--- src/rtl/lc3_pkg.sv ---
// Shared LC-3 microsequencer definitions: COND encodings, J-field OR
// positions and the opcode slice used for IRD dispatch.
package lc3_pkg;

  typedef enum logic [2:0] {
    COND_UNCOND   = 3'd0,
    COND_MEMRDY   = 3'd1,
    COND_BEN      = 3'd2,
    COND_ADDRMODE = 3'd3,
    COND_INT      = 3'd4,
    COND_PRIV     = 3'd5,
    COND_RET      = 3'd6,
    COND_CALL     = 3'd7
  } cond_e;

  // Bit of J that each branch condition ORs into
  localparam int unsigned JBIT_ADDRMODE = 0;
  localparam int unsigned JBIT_MEMRDY   = 1;
  localparam int unsigned JBIT_BEN      = 2;
  localparam int unsigned JBIT_INT      = 3;
  localparam int unsigned JBIT_PRIV     = 4;

  // Opcode field of the instruction register
  localparam int unsigned OPC_MSB = 15;
  localparam int unsigned OPC_LSB = 12;

  // Branch-enable from IR[11:9] (n,z,p mask) and the condition codes
  function automatic logic ben_eval(input logic [15:0] ir,
                                    input logic n, input logic z, input logic p);
    return (ir[11] & n) | (ir[10] & z) | (ir[9] & p);
  endfunction

endpackage

--- src/rtl/lc3_ustack.sv ---
// Parametrised LIFO holding micro-call return addresses.
// Pushes when full and pops when empty are ignored; the caller flags them.
module lc3_ustack #(
  parameter int unsigned WIDTH = 6,
  parameter int unsigned DEPTH = 4
) (
  input  logic             clk,
  input  logic             rst_n,
  input  logic             push_i,
  input  logic             pop_i,
  input  logic [WIDTH-1:0] din_i,
  output logic [WIDTH-1:0] dout_o,
  output logic             full_o,
  output logic             empty_o
);

  localparam int unsigned SPW = $clog2(DEPTH + 1);
  localparam int unsigned AW  = (DEPTH > 1) ? $clog2(DEPTH) : 1;

  logic [SPW-1:0]   sp_q, sp_d;
  logic [SPW-1:0]   top;
  logic [WIDTH-1:0] mem_q [DEPTH];

  assign full_o  = (sp_q == SPW'(DEPTH));
  assign empty_o = (sp_q == '0);
  assign top     = sp_q - SPW'(1);
  assign dout_o  = mem_q[top[AW-1:0]];

  // Stack pointer next-state
  always_comb begin
    sp_d = sp_q;
    if (push_i && !full_o)
      sp_d = sp_q + SPW'(1);
    else if (pop_i && !empty_o)
      sp_d = sp_q - SPW'(1);
  end

  // Stack pointer register
  always_ff @(posedge clk or negedge rst_n) begin
    if (!rst_n) sp_q <= '0;
    else        sp_q <= sp_d;
  end

  // Entry storage; contents are meaningless until pushed, so no reset
  always_ff @(posedge clk) begin
    if (push_i && !full_o) mem_q[sp_q[AW-1:0]] <= din_i;
  end

endmodule

--- src/rtl/lc3_useq.sv ---
// LC-3 microsequencer: registered micro-address, BEN latch, interrupt
// pending latch and memory-wait timeout.
// Optional micro-call stack: define LC3_USEQ_CALL_STACK_EN.
module lc3_useq
  import lc3_pkg::*;
#(
  parameter int unsigned UADDR_W     = 6,
  parameter int unsigned RESET_UADDR = 18,
  parameter int unsigned ERR_UADDR   = 63,
  parameter int unsigned MEM_TIMEOUT = 16,
  parameter int unsigned STACK_DEPTH = 4
) (
  input  logic               clk,
  input  logic               rst_n,
  input  logic               c_ird,
  input  logic [2:0]         c_cond,
  input  logic [UADDR_W-1:0] c_j,
  input  logic               c_ld_ben,
  input  logic [15:0]        ir,
  input  logic               cc_n,
  input  logic               cc_z,
  input  logic               cc_p,
  input  logic               priv,
  input  logic               mem_rdy,
  input  logic               int_int,
  input  logic               int_ack,
  output logic [UADDR_W-1:0] uaddr,
  output logic               ben,
  output logic               int_pend,
  output logic               mem_err,
  output logic               stack_err
);

  localparam int unsigned CW = (MEM_TIMEOUT > 2) ? $clog2(MEM_TIMEOUT) : 1;
  localparam logic [CW-1:0] WAIT_LAST = CW'(MEM_TIMEOUT - 1);

  logic [UADDR_W-1:0] uaddr_q, uaddr_d, jmod;
  logic               ben_q, ben_d;
  logic               int_pend_q, int_pend_d;
  logic               mem_err_q, mem_err_d;
  logic [CW-1:0]      wait_q, wait_d;
  logic               mem_wait, timeout;
  cond_e              cond;
  logic               unused_ir;

  assign unused_ir = ^ir[8:0];

`ifdef LC3_USEQ_CALL_STACK_EN
  logic               push, pop, stk_full, stk_empty;
  logic [UADDR_W-1:0] stk_top;
  logic               stack_err_q, stack_err_d;

  lc3_ustack #(
    .WIDTH (UADDR_W),
    .DEPTH (STACK_DEPTH)
  ) u_ustack (
    .clk     (clk),
    .rst_n   (rst_n),
    .push_i  (push),
    .pop_i   (pop),
    .din_i   (uaddr_q + UADDR_W'(1)),
    .dout_o  (stk_top),
    .full_o  (stk_full),
    .empty_o (stk_empty)
  );

  assign stack_err = stack_err_q;
`else
  assign stack_err = 1'b0;
`endif

  // Next micro-address, wait counter and latch updates
  always_comb begin
    cond     = cond_e'(c_cond);
    mem_wait = (cond == COND_MEMRDY) && !mem_rdy;
    timeout  = mem_wait && (wait_q == WAIT_LAST);

    jmod = c_j;
    case (cond)
      COND_MEMRDY:   jmod[JBIT_MEMRDY]   = c_j[JBIT_MEMRDY]   | mem_rdy;
      COND_BEN:      jmod[JBIT_BEN]      = c_j[JBIT_BEN]      | ben_q;
      COND_ADDRMODE: jmod[JBIT_ADDRMODE] = c_j[JBIT_ADDRMODE] | ir[11];
      COND_INT:      jmod[JBIT_INT]      = c_j[JBIT_INT]      | int_pend_q;
      COND_PRIV:     jmod[JBIT_PRIV]     = c_j[JBIT_PRIV]     | priv;
      default:       ;
    endcase

`ifdef LC3_USEQ_CALL_STACK_EN
    push        = !timeout && !c_ird && (cond == COND_CALL);
    pop         = !timeout && !c_ird && (cond == COND_RET);
    stack_err_d = stack_err_q | (push & stk_full) | (pop & stk_empty);
`endif

    if (timeout)
      uaddr_d = UADDR_W'(ERR_UADDR);
    else if (c_ird)
      uaddr_d = UADDR_W'(ir[OPC_MSB:OPC_LSB]);
`ifdef LC3_USEQ_CALL_STACK_EN
    else if (push)
      uaddr_d = c_j;
    else if (pop)
      uaddr_d = stk_empty ? UADDR_W'(RESET_UADDR) : stk_top;
`endif
    else
      uaddr_d = jmod;

    // Counter stops at WAIT_LAST; reaching it while still waiting is the timeout
    if (timeout || !mem_wait)
      wait_d = '0;
    else if (wait_q != WAIT_LAST)
      wait_d = wait_q + CW'(1);
    else
      wait_d = wait_q;

    mem_err_d  = mem_err_q | timeout;
    ben_d      = c_ld_ben ? ben_eval(ir, cc_n, cc_z, cc_p) : ben_q;
    int_pend_d = (int_pend_q & ~int_ack) | int_int;
  end

  // Sequencer state registers
  always_ff @(posedge clk or negedge rst_n) begin
    if (!rst_n) begin
      uaddr_q    <= UADDR_W'(RESET_UADDR);
      ben_q      <= 1'b0;
      int_pend_q <= 1'b0;
      mem_err_q  <= 1'b0;
      wait_q     <= '0;
    end else begin
      uaddr_q    <= uaddr_d;
      ben_q      <= ben_d;
      int_pend_q <= int_pend_d;
      mem_err_q  <= mem_err_d;
      wait_q     <= wait_d;
    end
  end

`ifdef LC3_USEQ_CALL_STACK_EN
  // Sticky stack over/underflow flag
  always_ff @(posedge clk or negedge rst_n) begin
    if (!rst_n) stack_err_q <= 1'b0;
    else        stack_err_q <= stack_err_d;
  end
`endif

  assign uaddr    = uaddr_q;
  assign ben      = ben_q;
  assign int_pend = int_pend_q;
  assign mem_err  = mem_err_q;

endmodule

--- config.mk ---
export PLATFORM = sky130hd
export DESIGN_NAME = lc3_useq
export DESIGN_NICKNAME = d
export VERILOG_FILES = /design/src/rtl/lc3_pkg.sv /design/src/rtl/lc3_ustack.sv /design/src/rtl/lc3_useq.sv
export SDC_FILE = /design/constraint.sdc
export NUM_CORES = 1
export LEC_CHECK = 0
export CAP_MARGIN = 20
export CORE_UTILIZATION = 25
export DETAILED_ROUTE_END_ITERATION = 12
export GPL_TIMING_DRIVEN = 0
export SLEW_MARGIN = 10
export SYNTH_ARGS = -nofsm -noshare
export SYNTH_HDL_FRONTEND = slang
export SYNTH_SLANG_ARGS = --single-unit
--- constraint.sdc ---
create_clock -name clk -period 1.8 [get_ports clk]
set_clock_uncertainty 0.05 [all_clocks]
set_input_delay 0.36 -clock clk [delete_from_list [all_inputs] [get_ports clk]]
set_output_delay 0.36 -clock clk [all_outputs]
set_load 0.02 [all_outputs]
==> flow_summary_export.csv, run 1 <==
group,metric,value,unit
setup_path,crit_buf_inv,1,
detailed_routing,drtPass1Iterations,4,
clocking,clockRootBuffer,"clkbuf_4",
final_layout,final_util,44.7,%
logic_synthesis,synth_cell_types,28,
placement,pre_cts_slack,0.0576,ns
clocking,cts_num_sinks,13,
setup_path,cpPeakStageDelay,0.62,ns
detailed_routing,vias,544,
detailed_routing,drt-wirelength-per-cell,11.4,um
logic_synthesis,yosys_warnings,0,
global_routing,use_met3,1.75,%
placement,dpl.hpwl,1.12,mm
setup_path,crit_type,"reg2out",
flow_run,drv_cap,0,
timing,drv_slew,0,
final_layout,area_growth,64.6,%
setup_path,slowest_stage,"clkdlybuf4s50_1",
setup_path,crit_fanout,3,
global_routing,grt.met1_usage,14.9,%
timing,post-route-period-util,94.2,%
logic_synthesis,synth_edf_count,0,
placement,gp_congestion,0.663,
global_routing,grt_antenna_before_repair,0,
detailed_routing,viasPerCell,4.50,
setup_path,path_cells,"clkdlybuf4s50_1",
floorplan,fp.dieW,51.7,um
timing,period_minus_slack,1.69,ns
global_routing,grt_pass1_wl,2.38,mm
clocking,ctsHoldBuffers,0,
setup_path,end_kind,"output pin",
pwr,ir_drop,0.299,mV
setup_path,crit_path_start_kind,"flip-flop",
global_routing,met2_usage,20.1,%
final_layout,mostFrequentLayoutCell,"clkdlybuf4s50_1",
pwr,p_sw_share,25.3,%
timing,timing.fmax,0.590,GHz
setup_path,path_delay_family,"buffers and inverters",
final_layout,multi_input_area,268,um^2
global_routing,first_global_vias,570,
final_layout,fin_nets,131,
logic_synthesis,mappedNetlistArea,618,um^2
pwr,clkPwrFrac,28.9,%
setup_path,worstPathArrival,1.28,ns
floorplan,start_util,27.2,%
logic_synthesis,synth_cells,55,
logic_synthesis,ys.flop_type,"dfrtp_1",
floorplan,num_rows,17,
detailed_routing,drt-total-wl,1.38,mm
clocking,cts_made_buffers,3,
timing,tns,0,ns
floorplan,core_area,2280,um^2
timing,setup_ws,0.105,ns
timing,hold_viol,0,
logic_synthesis,syn-num-nets,92,
timing,rsz0062_at_grt,"false",
placement,io_buffers,34,
pwr,power_frac_comb,22.1,%
clocking,tritoncts,"done",
clocking,cts_max_level,1,
clocking,clk_latency,0.28,ns
pwr,p_sw,0.162,mW
floorplan,ios,46,
outcome,outcome,"completed",
timing,slew_headroom,62.2,%
clocking,cts_buffer_depth,2,
pwr,cellPowerDensity,630,nW/um^2
global_routing,top_usage_layer,"met2",
detailed_routing,drtIter0Drc,8,
floorplan,dieArea,2670,um^2
final_layout,seqCellArea,328,um^2
timing,tightest_slew,0.566,ns
final_layout,final_cell_mix,"clkdlybuf4s50_1 (32), dfrtp_1 (11), o21ai_0 (5)",
global_routing,grt.overflow.total,0,
global_routing,grt_max_degree,14,
final_layout,diodes,0,
final_layout,layout-drive-gt1-share,11.8,%
logic_synthesis,seq_area_frac_synth,53.0,%
detailed_routing,drc_errors,0,
timing,finalSetupViolCount,0,
clocking,cts_setup_buffers,0,
clocking,path_clk_slew,0.09,ns
pwr,p_seq_share,49.0,%
worst_hold_path,hold_path.class,"in2async",
pwr,p_leak,0.458,nW
logic_synthesis,async_reset_ff_share,100,%
detailed_routing,ant_nets,0,
logic_synthesis,avgSynthCellArea,11.2,um^2
pwr,p_int,0.479,mW
logic_synthesis,ys_ff_latch,13,
setup_path,critPathRequiredTime,1.39,ns
placement,placed_area,993,um^2
floorplan,die_y,51.7,um
final_layout,fillCellCount,211,
global_routing,grt_use_total,12.5,%
final_layout,design_area,1020,um^2
## what timing repair did
item	in CTS	in global routing
resized for setup	2	0
setup endpoints to repair	2	0
hold endpoints to repair	0	0
## synth_stat cells, drive strengths merged, types with 2 or more instances
master	count	area, um^2
a31oi	2	12.5
dfstp	2	52.6
nand3	2	10.0
nor2b	3	18.8
nand2	2	7.51
nor3	2	10.0
o21ai	5	25.0
xor2	2	17.5
inv	3	11.3
dfrtp	11	275
buf	2	11.3
nor2	4	15.0
## final timing paths
kind                       slack [ns]   endpoint  startpoint  cells after the start
max                              0.11   int_pend    int_pend                      1
min                              0.39  wait_q[0]       rst_n                      1
max reg2reg                      0.62  wait_q[2]   wait_q[0]                      3
min reg2reg                      0.41  wait_q[0]   wait_q[0]                      1
max in group asynchronous        0.93   uaddr[1]       rst_n                      1
min in group clk                 0.40   uaddr[1]       c_ird                      3
## registers in the layout, indices dropped and copies added (netlist names)
register	count
ben	1
uaddr	6
wait_q	4
int_pend	1
mem_err	1
## stage by stage
step,power [mW],hold WS (ns),instances
2_1_floorplan,0.367,0.0144,55
4_1_cts,0.650,0.405,121
6_report,0.641,0.386,121
3_5_place_dp,0.465,0.396,117
3_3_place_gp,0.464,0.400,117
5_1_grt,0.681,0.426,121
## power by group through the flow
stage | Combinational (mW) | Clock [mW] | Sequential, mW
after global placement | 0.145 | 0 | 0.320
after detailed placement | 0.145 | 0 | 0.320
after global routing | 0.154 | 0.212 | 0.316
after floorplan | 0.0290 | 0 | 0.338
final | 0.142 | 0.185 | 0.314
after CTS | 0.144 | 0.192 | 0.314
## metal layers
metal  wire (um)  vias up  share of wire [%]
li1            -      269                  -
met1         609      242                 44
met2         654       29                 47
met3          83        4                6.0
met4          36        0                2.6
met5           0        -                  0
## layout make-up
cell class / count / share of cell area, %
timing repair buffer: 34 / 33.2
sequential: 13 / 32.2
multi-input combinational: 37 / 26.3
tap: 28 / 3.44
clock buffer: 4 / 2.58
buffer: 2 / 1.11
inverter: 3 / 1.11
## kinds of logic (layout without fill, tap and decap cells)
| family | count (synthesis) | count (layout) | synth area share (%) |
|---|---|---|---|
| buffers and inverters | 5 | 43 | 3.64 |
| XOR/XNOR | 2 | 2 | 2.83 |
| AO/OA/AOI/OAI | 12 | 12 | 12.3 |
| other | 1 | 1 | 0.607 |
| AND/OR/NAND/NOR | 21 | 21 | 25.5 |
| adder cells (fa/ha/maj) | 1 | 1 | 2.02 |
| flip-flops | 13 | 13 | 53.0 |
(Power assumes the default switching activity.)
==> run 2, diff against run 1 <==
- ABC_AREA: default -> 1
==> run 2 against run 1 <==
Worst hold slack barely moved. Clock power fell by 4%. Count of clock-buffer cells in the layout fell by 1. Register-to-register slack improved by 0.02 ns. Cell count rose by 19%. Cell area rose by 5.4%. Combinational power rose by 8%. Fmax rose by 0.26%. Critical path depth did not move. First-iteration DRC count fell by 38%. Sequential power barely moved.
==> flow_summary_export.csv, run 2 <==
group,metric,value,unit
detailed_routing,viasPerCell,4.10,
placement,gp_congestion,0.704,
detailed_routing,drt-total-wl,1.40,mm
detailed_routing,wl_met2,661,um
global_routing,grt_pass1_wl,2.26,mm
timing,period_minus_slack,1.69,ns
clocking,cts_made_buffers,3,
timing,finalSetupViolCount,0,
pwr,p_sw_share,25.9,%
timing,tns,0,ns
clocking,cts_resized,2,
setup_path,path_delay_family,"buffers and inverters",
flow_run,drv_cap,0,
detailed_routing,top_layer,"met4",
final_layout,fin_nets,152,
detailed_routing,drc_errors,0,
logic_synthesis,ys_ff_latch,13,
logic_synthesis,synth_cells,75,
detailed_routing,wl_met3,118,um
detailed_routing,drtIter0Drc,5,
global_routing,grt.overflow.total,0,
logic_synthesis,synth_mux_area_share,0,%
setup_path,cpPeakStageDelay,0.62,ns
logic_synthesis,async_reset_ff_share,100,%
setup_path,crit_buf_inv,1,
detailed_routing,vias,590,
timing,timing.fmax,0.592,GHz
setup_path,critPathRequiredTime,1.39,ns
final_layout,fillCellCount,258,
pwr,p_leak,0.519,nW
logic_synthesis,synth_area_leaders,"dfrtp_1 (42%), nand2_1 (11%), dfstp_2 (8.0%)",
final_layout,mostFrequentLayoutCell,"clkdlybuf4s50_1",
floorplan,fp.dieW,53.4,um
global_routing,grt_use_total,11.4,%
logic_synthesis,avgSynthCellArea,8.79,um^2
floorplan,dieArea,2850,um^2
setup_path,path_cells,"clkdlybuf4s50_1",
outcome,outcome,"completed",
final_layout,largest_reg_flops,6,
timing,hold_viol,0,
final_layout,final_cell_mix,"clkdlybuf4s50_1 (33), nand2_1 (20), dfrtp_1 (11)",
clocking,cts_setup_buffers,0,
detailed_routing,ant_nets,0,
logic_synthesis,synth_cell_types,20,
logic_synthesis,mappedNetlistArea,659,um^2
timing,slew_headroom,62.8,%
setup_path,crit_path_start_kind,"flip-flop",
logic_synthesis,ys.flop_type,"dfrtp_1",
logic_synthesis,yosys_warnings,0,
logic_synthesis,yosys-top-cells-count,"nand2_1 (20), dfrtp_1 (11), inv_1 (8), nand3_1 (7), nor2_1 (5)",
floorplan,start_util,26.6,%
logic_synthesis,seq_area_frac_synth,49.7,%
logic_synthesis,yosys.area.top_type,"dfrtp_1",
timing,rsz0062_at_grt,"false",
pwr,cellPowerDensity,603,nW/um^2
clocking,path_clk_slew,0.08,ns
detailed_routing,drt-wirelength-per-cell,9.70,um
final_layout,diodes,0,
global_routing,grt_antenna_before_repair,0,
final_layout,area_growth,62.6,%
setup_path,r2r_start,"wait_q[0]",
logic_synthesis,synth_edf_count,0,
logic_synthesis,syn-num-nets,112,
logic_synthesis,synth_top_family_by_area,"simple AND/OR/NAND/NOR gates",
logic_synthesis,synthSimpleGateAreaFrac,31.9,%
worst_hold_path,hold_path.class,"in2async",
setup_path,r2r_end,"mem_err",
setup_path,end_kind,"output pin",
placement,placed_cells,140,
pwr,p_sw,0.167,mW
timing,post-route-period-util,93.9,%
global_routing,first_global_vias,563,
pwr,p_seq_share,48.7,%
setup_path,worstPathArrival,1.28,ns
pwr,power_frac_comb,23.8,%
clocking,clk_latency,0.28,ns
final_layout,fin_cells,144,
setup_path,slowest_stage,"clkdlybuf4s50_1",
clocking,cts_buffer_depth,2,
pwr,ir_drop,0.241,mV
logic_synthesis,synth-xor-area-share,2.66,%
clocking,cts_num_sinks,13,
setup_path,crit_type,"reg2out",
global_routing,grt_max_degree,14,
floorplan,die_y,53.4,um
logic_synthesis,synth.most_common_cell,"nand2_1",
clocking,ctsHoldBuffers,0,
timing,tightest_slew,0.556,ns
floorplan,ios,46,
pwr,clkPwrFrac,27.5,%
logic_synthesis,yosysTopAreaCellShare,41.7,%
setup_path,reg2regPathDepth,4,
pwr,p_int,0.480,mW
setup_path,r2r_slack,0.64,ns
setup_path,crit_fanout,3,
floorplan,num_rows,18,
final_layout,layout-drive-gt1-share,14.0,%
floorplan,core_area,2480,um^2
clocking,cts_max_level,1,
logic_synthesis,synth_compound_area_share,6.45,%
detailed_routing,wl_met1,598,um
placement,io_buffers,35,
logic_synthesis,synth-adder-area-share,1.90,%
clocking,tritoncts,"done",
clocking,clockRootBuffer,"clkbuf_4",
timing,drv_slew,0,
detailed_routing,drtPass1Iterations,4,
placement,dpl.hpwl,1.17,mm
[run 2: kinds of logic after synthesis]
group                      after synthesis
AOI/OAI and AO/OA                        6
xor gates and xnor gates                 2
adders and majority gates                1
buffers and inverters                   11
DFF                                     13
other                                    1
and+or+nand+nor                         41
[run 2: how the worst max path moves through the flow]
stage / cells after the start / end / from
floorplan: 4 / mem_err / wait_q[0]
global placement: 6 / uaddr[3] / c_cond[2]
detailed placement: 6 / uaddr[3] / c_cond[2]
CTS: 1 / ben / ben
global route: 1 / ben / ben
finish: 1 / ben / ben
[run 2: through the flow]
stage / util [%] / hold WS (ns) / cell area [um^2] / worst slack (ns) / power [mW]
floorplan: - / 0.0144 / 659 / 0.691 / 0.378
global placement: 42.3 / 0.395 / 1050 / 0.274 / 0.477
detailed placement: 42.3 / 0.406 / 1050 / 0.259 / 0.479
CTS: 43.3 / 0.407 / 1070 / 0.0908 / 0.658
global route: 43.3 / 0.436 / 1070 / 0.0569 / 0.688
finish: 43.3 / 0.386 / 1070 / 0.109 / 0.647
[run 2: layer usage]
| layer | GRT usage [%] | vias up |
|---|---|---|
| met5 | 0 | - |
| met4 | 7.89 | 0 |
| met3 | 2.87 | 2 |
| met2 | 18.8 | 30 |
| met1 | 12.7 | 244 |
| li1 | - | 314 |
[run 2: area by class of cell]
cell class | instances | area, um^2 | area share (%)
Clock buffer | 3 | 22.5 | 2.10
Multi-Input combinational cell | 51 | 287 | 26.7
Clock inverter | 1 | 5.00 | 0.467
Inverter | 10 | 37.5 | 3.50
Buffer | 1 | 7.51 | 0.700
Tap cell | 30 | 37.5 | 3.50
Timing Repair Buffer | 35 | 348 | 32.4
Sequential cell | 13 | 328 | 30.6
[run 2: power by group through the flow]
stage	registers, mW	clock network [mW]	logic, mW
CTS	0.315	0.186	0.156
finish	0.315	0.178	0.154
global placement	0.320	0	0.157
floorplan	0.340	0	0.0381
detailed placement	0.321	0	0.158
global route	0.317	0.201	0.170
